==> src/rtl/mem_to_axi_lite.sv <==
// Memory request (req/gnt/we/be/rvalid) to AXI4-Lite master bridge.
// One transaction in flight; the state machine is visible on dbg_state.
module mem_to_axi_lite #(
  parameter int          ADDR_WIDTH = 64,
  parameter int          DATA_WIDTH = 64,
  parameter logic [2:0]  AXI_PROT   = 3'b000
) (
  input  logic                      clk,
  input  logic                      rst_n,
  input  logic                      mem_req_i,
  output logic                      mem_gnt_o,
  input  logic                      mem_we_i,
  input  logic [ADDR_WIDTH-1:0]     mem_addr_i,
  input  logic [DATA_WIDTH-1:0]     mem_wdata_i,
  input  logic [DATA_WIDTH/8-1:0]   mem_be_i,
  output logic                      mem_rvalid_o,
  output logic [DATA_WIDTH-1:0]     mem_rdata_o,
  output logic                      mem_err_o,
  output logic [ADDR_WIDTH-1:0]     aw_addr_o,
  output logic [2:0]                aw_prot_o,
  output logic                      aw_valid_o,
  input  logic                      aw_ready_i,
  output logic [DATA_WIDTH-1:0]     w_data_o,
  output logic [DATA_WIDTH/8-1:0]   w_strb_o,
  output logic                      w_valid_o,
  input  logic                      w_ready_i,
  input  logic [1:0]                b_resp_i,
  input  logic                      b_valid_i,
  output logic                      b_ready_o,
  output logic [ADDR_WIDTH-1:0]     ar_addr_o,
  output logic [2:0]                ar_prot_o,
  output logic                      ar_valid_o,
  input  logic                      ar_ready_i,
  input  logic [DATA_WIDTH-1:0]     r_data_i,
  input  logic [1:0]                r_resp_i,
  input  logic                      r_valid_i,
  output logic                      r_ready_o,
  output logic [2:0]                dbg_state
);

  localparam logic [2:0] IDLE   = 3'd0;
  localparam logic [2:0] WRITE  = 3'd1;
  localparam logic [2:0] WAIT_B = 3'd2;
  localparam logic [2:0] READ   = 3'd3;
  localparam logic [2:0] WAIT_R = 3'd4;

  // Handshake rule on every channel: a transfer happens on a rising clk
  // edge where valid && ready; a valid, once raised, holds its payload
  // stable until that edge and never depends combinationally on ready.

  logic [2:0]              state;
  logic [ADDR_WIDTH-1:0]   addr_q;
  logic [DATA_WIDTH-1:0]   wdata_q;
  logic [DATA_WIDTH/8-1:0] be_q;
  logic                    aw_done;
  logic                    w_done;
  logic                    unused_resp;

  // Only resp[1] separates OKAY/EXOKAY from SLVERR/DECERR.
  assign unused_resp = b_resp_i[0] ^ r_resp_i[0];

  assign mem_gnt_o = mem_req_i && (state == IDLE);
  assign b_ready_o = (state == WAIT_B);
  assign r_ready_o = (state == WAIT_R);
  assign aw_addr_o = addr_q;
  assign ar_addr_o = addr_q;
  assign w_data_o  = wdata_q;
  assign w_strb_o  = be_q;
  assign aw_prot_o = AXI_PROT;
  assign ar_prot_o = AXI_PROT;
  assign dbg_state = state;

  assign aw_done = !aw_valid_o || aw_ready_i;
  assign w_done  = !w_valid_o || w_ready_i;

  always_ff @(posedge clk or negedge rst_n) begin
    if (!rst_n) begin
      state        <= IDLE;
      addr_q       <= '0;
      wdata_q      <= '0;
      be_q         <= '0;
      aw_valid_o   <= 1'b0;
      w_valid_o    <= 1'b0;
      ar_valid_o   <= 1'b0;
      mem_rvalid_o <= 1'b0;
      mem_rdata_o  <= '0;
      mem_err_o    <= 1'b0;
    end else begin
      mem_rvalid_o <= 1'b0;
      case (state)
        IDLE: begin
          if (mem_req_i) begin
            addr_q  <= mem_addr_i;
            wdata_q <= mem_wdata_i;
            be_q    <= mem_be_i;
            if (mem_we_i) begin
              state      <= WRITE;
              aw_valid_o <= 1'b1;
              w_valid_o  <= 1'b1;
            end else begin
              state      <= READ;
              ar_valid_o <= 1'b1;
            end
          end
        end
        WRITE: begin
          // AW and W retire independently; leave once both are done.
          if (aw_valid_o && aw_ready_i) aw_valid_o <= 1'b0;
          if (w_valid_o && w_ready_i)   w_valid_o  <= 1'b0;
          if (aw_done && w_done)        state      <= WAIT_B;
        end
        WAIT_B: begin
          if (b_valid_i) begin
            mem_err_o    <= b_resp_i[1];
            mem_rdata_o  <= '0;
            mem_rvalid_o <= 1'b1;
            state        <= IDLE;
          end
        end
        READ: begin
          if (ar_ready_i) begin
            ar_valid_o <= 1'b0;
            state      <= WAIT_R;
          end
        end
        WAIT_R: begin
          if (r_valid_i) begin
            mem_err_o    <= r_resp_i[1];
            mem_rdata_o  <= r_data_i;
            mem_rvalid_o <= 1'b1;
            state        <= IDLE;
          end
        end
        default: state <= IDLE;
      endcase
    end
  end

endmodule

==> config.mk <==
export PLATFORM = sky130hd
export DESIGN_NAME = mem_to_axi_lite
export DESIGN_NICKNAME = d
export VERILOG_FILES = /design/src/rtl/mem_to_axi_lite.sv
export SDC_FILE = /design/constraint.sdc
export NUM_CORES = 1
export LEC_CHECK = 0
export ABC_CLOCK_PERIOD_IN_PS = 2900
export BUFFER_PORTS_ARGS = -buffer_cell sky130_fd_sc_hd__buf_4
export CORE_AREA = 2 2 193 195
export CTS_CLUSTER_DIAMETER = 80
export DETAILED_ROUTE_END_ITERATION = 6
export DIE_AREA = 0 0 195 197
export GPL_TIMING_DRIVEN = 0
export MAX_ROUTING_LAYER = met4
export PLACE_DENSITY = 0.52
export SETUP_SLACK_MARGIN = 0.2
export SYNTH_ARGS = -nofsm -noshare
export SYNTH_HDL_FRONTEND = slang
export SYNTH_SLANG_ARGS = --single-unit
==> constraint.sdc <==
create_clock -name clk -period 2.9 [get_ports clk]
set_clock_uncertainty 0.1 [all_clocks]
set_input_delay 0.145 -clock clk [delete_from_list [all_inputs] [get_ports clk]]
set_output_delay 0.145 -clock clk [all_outputs]
set_load 0.05 [all_outputs]
==> Yosys cells after proc, flatten, opt, wreduce, memory -nomap -nowiden <==
Cells that the tools add are included.
{ "word_totals": {"in_bits": 213, "mem_bits_ro": 0, "word_cells": 67, "memories": 0, "reg_bits": 208, "out_inout_bits": 281, "latchBits": 0, "mem_bits_rw": 0} }
{ "classes": {"div": 0, "n_lt_le_gt_ge": 0, "n_bitwise": 0, "eq_ne": 13, "muxes": 26, "n_mul": 0, "shift": 0, "reduce_logical": 18, "n_addsub": 0} }
{ "op_table": {"columns": ["op", "count"], "rows": [
  ["two-way mux 64 bit", 2],
  ["case mux 64 bit (2 select lines)", 1],
  ["inequality test 2 bit (second input constant)", 9],
  ["two-way mux 3 bit", 5],
  ["case mux 3 bit (5 select lines)", 1],
  ["AND reduction 4 bit", 3],
  ["two-way mux 1 bit", 11],
  ["case mux 1 bit (2 select lines)", 5],
  ["equality test 3 x 2 -> 1 bit (second input constant)", 2],
  ["nonzero test 2 bit", 3],
  ["AND reduction 5 bit", 1],
  ["logical AND 1 bit", 4],
  ["equality test 3 x 1 -> 1 bit (second input constant)", 1],
  ["equality test 3 bit (second input constant)", 1],
  ["zero test 3 bit", 1],
  ["AND reduction 3 bit", 1],
  ["zero test 1 bit", 2],
  ["logical OR 1 bit", 2],
  ["two-way mux 2 bit", 1],
  ["AND reduction 2 bit", 1]
]} }

==> Longest topological paths before layout <==
{ "depth": {"depth_word": 5, "mapped_depth": 6, "ltp_nobuf": 3} }

==> Worst setup path before layout <==
OpenSTA, ideal clock, no wires.
{ "synth_timing": {"kind": "register to register", "start": "reg state[2] (netlist: dbg_state[2])", "end": "reg mem_err_o", "required_ps": 2675, "synth_period_minus_slack_ps": 2430, "setup_ps": 125, "slack_ps": 470, "stages_incl_launch_ff": 4, "arrival_ps": 2206, "n_path_buf": 0, "path_cell_list": "dfrtp_1 -> nor3b_2 -> mux2_2 -> mux2_2"} }
{ "synth_via": {"elab_chain_cells": 3, "elab_cells_between_ends": 7, "classes_between": "eq/ne (4); mux (1); reduce/logical (2)"} }
{ "synth_lines": {"columns": ["item", "line_no", "rtl"], "rows": [
  ["start, declared", "51", "logic [2:0] state;"],
  ["start signal, assigned", "78", "state <= IDLE;"],
  ["start signal, assigned", "97", "state <= WRITE;"],
  ["start signal, assigned", "101", "state <= READ;"],
  ["equality test 3 bit *", null, null],
  ["named net r_ready_o", "37", "output logic r_ready_o,"],
  ["inequality test 2 bit (no source line) / nonzero test 2 bit (equally long branches)", null, null],
  ["AND reduction 3 bit (no source line)", null, null],
  ["end signal, assigned", "114", "mem_err_o <= b_resp_i[1];"],
  ["end signal, assigned", "128", "mem_err_o <= r_resp_i[1];"],
  ["end, declared", "18", "output logic mem_err_o,"]
]} }
The timed path passes the listed nets; every way through them passes the cells marked *.
A chain may end at the register's enable or synchronous reset.

==> Final worst setup path <==
{ "layout_timing": {"start": "reg state[1] (netlist: dbg_state[1])", "end": "out mem_gnt_o"} }
{ "layout_via": {"elab_chain_cells": 2} }
{ "layout_lines": {"columns": ["item", "line_no", "rtl"], "rows": [
  ["zero test 3 bit", "62", "assign mem_gnt_o = mem_req_i && (state == IDLE);"],
  ["logical AND 1 bit", "62", null],
  ["end, declared", "11", "output logic mem_gnt_o,"]
]} }
No other way between the ends.

==> reports/summary.txt <==
Synthesis-stage register bit count: 208
Post-CTS Setup Bufs: 0
Placer Congestion: 0.769
Area leader, netlist: dfrtp_1
Routed Antenna Nets: 0
DRC violations left: 0
Post-DR wirelength/cell: 16.7 microns
Die span in x: 195 microns
Leakage: 7.59 nW
Peak supply drop: 648 uV
Comb power frac: 0.619
R2R setup slack: 0.61 ns
ANT cells: 0
Hold buffers post-CTS: 214
Initial Util: 0.229
Post-DP HPWL: 20.8 mm
CTS clk-pin slew, worst paths: 0.06 ns
PostCTS Resize Cnt: 0
Crit-path leading delay family: buffers and inverters
Worst-Skew Late Latency: 0.52 ns
Largest cells by area after synthesis: dfrtp_1, mux2_2, buf_4
Hold Violations, Final: 0
Post-Syn Area per Cell: 15.3 sq um
Sum of buffers and inverters on the critical path: 3
Initial antenna violation count: 0
CP Capture Type: primary output
Hold_ws: 0.139 ns
Synth cell types: 28
Sequential share of the synthesized area: 0.626
Finished Core Util: 0.427
Sequential power share: 0.243
Layout Cells excl Fill: 1758
CTS root buf: clkbuf_16
CTS tree: done
CTS buffer count: 24
Top-area cell type share of the netlist area: 0.626
Most frequent cell on the critical path: buf_2
Minimum clock period: 2.31 ns
Slowest CP cell: nor4b_4
RSZ-0062 raised after global routing: false
P_int: 10.6 mW
# placed instances: 1503
Synthesized area: 8310 sq um
Worst-case clock buffer depth: 3
HP Class: in -> async
Slew Limit Headroom: 0.431
Share of cells above drive strength 1: 0.589
Worst-path cell chain: buf_2, nor4b_4, buf_2, buf_4
Slew @ Worst Pin: 0.853 ns
Yosys warns: 0
Vias in the first global route: 7807
Reg-to-reg startpoint: dbg_state[1]
Pre-antenna DRT Iters: 4
Port Buf Inserts: 485
Worst-path fanout max: 10
Pwr Density: 1370 nW/um^2
Final slew viol count: 0
Arrival @ worst endpoint: 2.06 ns
Switching pwr: 10.7 mW
R2r worst-path depth: 5
WP data required: 2.65 ns
Critical Path Start Type: register
Crit Reg-Reg Endpoint: mem_err_o
Commonest non-fill, non-tap cell in the layout: buf_4
Post-layout nets: 1488
Area grow syn2layout: 86.5%
Via/cell ratio: 4.04
First-pass GRT wire length: 44.2 mm
Clk pwr share: 0.138
Status: finished clean
Crit share post-route: 0.796
All-Layer GR Usage: 0.150
Most frequent cells in the layout: buf_4, dlygate4sd3_1, dfrtp_1
Max Cap Viol: 0
Overflow after GRT: 0
Synth Instances: 544
Crit Path Class: reg -> out
Crit path depth: 4
Htree depth: 1
Rows: 70
Final WL: 29.3 mm
Core area: 36300 sq um
Final setup viols: 0
CP max stage delay: 0.40 ns
First DRT Iteration DRCs: 167
Full die area: 38400 sq um
Net Sw Frac: 0.501
Largest net degree at the start of global routing: 108
Die H: 197 microns
Fmax: 433 MHz
Number of clock sinks: 208
Boundary Pins: 494
Vias after detailed routing: 7097
[worst max path at each step]
stage	start	to	slack (ns)
floorplan	dbg_state[2]	mem_err_o	0.47
global placement	rst_n	mem_rdata_o[32]	-0.08
detailed placement	dbg_state[1]	w_data_o[20]	0.76
CTS	dbg_state[1]	mem_gnt_o	0.52
global route	dbg_state[1]	mem_gnt_o	0.47
finish	dbg_state[1]	mem_gnt_o	0.59
[cells by family (layout without fill, tap and decap cells)]
| kind of cell | count (synthesis) | after routing | share of synthesized area |
|---|---|---|---|
| AND/OR/NAND/NOR | 13 | 13 | 0.0113 |
| multiplexers | 139 | 139 | 0.188 |
| AO/OA/AOI/OAI | 77 | 77 | 0.0791 |
| flip-flops | 208 | 208 | 0.626 |
| other | 1 | 6 | 0.000451 |
| buffers and inverters | 106 | 847 | 0.0946 |
[registers in the layout, summed over array words and instances (netlist names)]
| register | count |
|---|---|
| dbg_state | 3 |
| w_strb_o | 8 |
| w_data_o | 64 |
| mem_rvalid_o | 1 |
| mem_rdata_o | 64 |
| ar_addr_o | 64 |
| mem_err_o | 1 |
| ar_valid_o | 1 |
| w_valid_o | 1 |
| aw_valid_o | 1 |
[per-stage QoR]
step                      power [mW]  setup WS, ns  TNS, ns  cell area (sq um)
final                           21.3         0.590        0              15500
after global routing            22.1         0.471        0              15500
after CTS                       21.4         0.515        0              15500
after detailed placement        18.1         0.759        0              12600
after global placement          18.1       -0.0829   -11.23              12600
after floorplan                 14.1         0.470        0               8330
[power groups by stage]
stage / combinational (mW) / clock, mW / sequential [mW]
after floorplan: 4.41 / 0 / 9.64
after global placement: 12.9 / 0 / 5.17
after detailed placement: 13.0 / 0 / 5.18
after CTS: 13.2 / 3.04 / 5.16
after global routing: 13.6 / 3.15 / 5.37
final: 13.2 / 2.94 / 5.16
[final cells by class]
class / count / area, sq um
flip-flops and latches: 208 / 5200
repair buffers: 700 / 5820
inverters: 5 / 18.8
well taps: 468 / 586
fillers: 3311 / 20800
clock inverters: 3 / 18.8
clock buffers: 38 / 744
plain buffers: 101 / 767
multi-input cells: 235 / 2340
[per-layer routing]
layer / vias to the layer above / share of wire / GRT usage
met5: - / 0 / -
met4: 0 / 0.025 / 0.0466
met3: 39 / 0.067 / 0.0327
met2: 322 / 0.53 / 0.274
met1: 3409 / 0.38 / 0.164
li1: 3327 / - / -
[worst reg2reg max path: cells and delay by family, from the launching register on]
kind / cells / cell delay, ns
flip-flops: 1 / 0.37
multiplexers: 2 / 0.63
buffers and inverters: 2 / 0.74
AND/OR/NAND/NOR: 1 / 0.34
[cell usage after synthesis]
library cell / n
nand2_1: 3
o221ai_1: 2
nor2b_1: 1
o2bb2ai_1: 2
clkbuf_1: 2
nor3b_2: 1
nor2_1: 2
buf_6: 11
conb_1: 1
buf_4: 78
dfrtp_1: 208
mux2_2: 138
o21a_1: 1
a31oi_1: 2
inv_1: 5
o21ai_0: 1
mux2i_1: 1
nand3b_1: 2
nor3_1: 1
nand4_1: 1
a21oi_1: 2
and2_1: 1
a21o_1: 1
nor4b_4: 1
a22o_1: 64
buf_2: 10
a41o_1: 1
o41ai_1: 1
No activity file was read; power rests on OpenSTA's default activity.
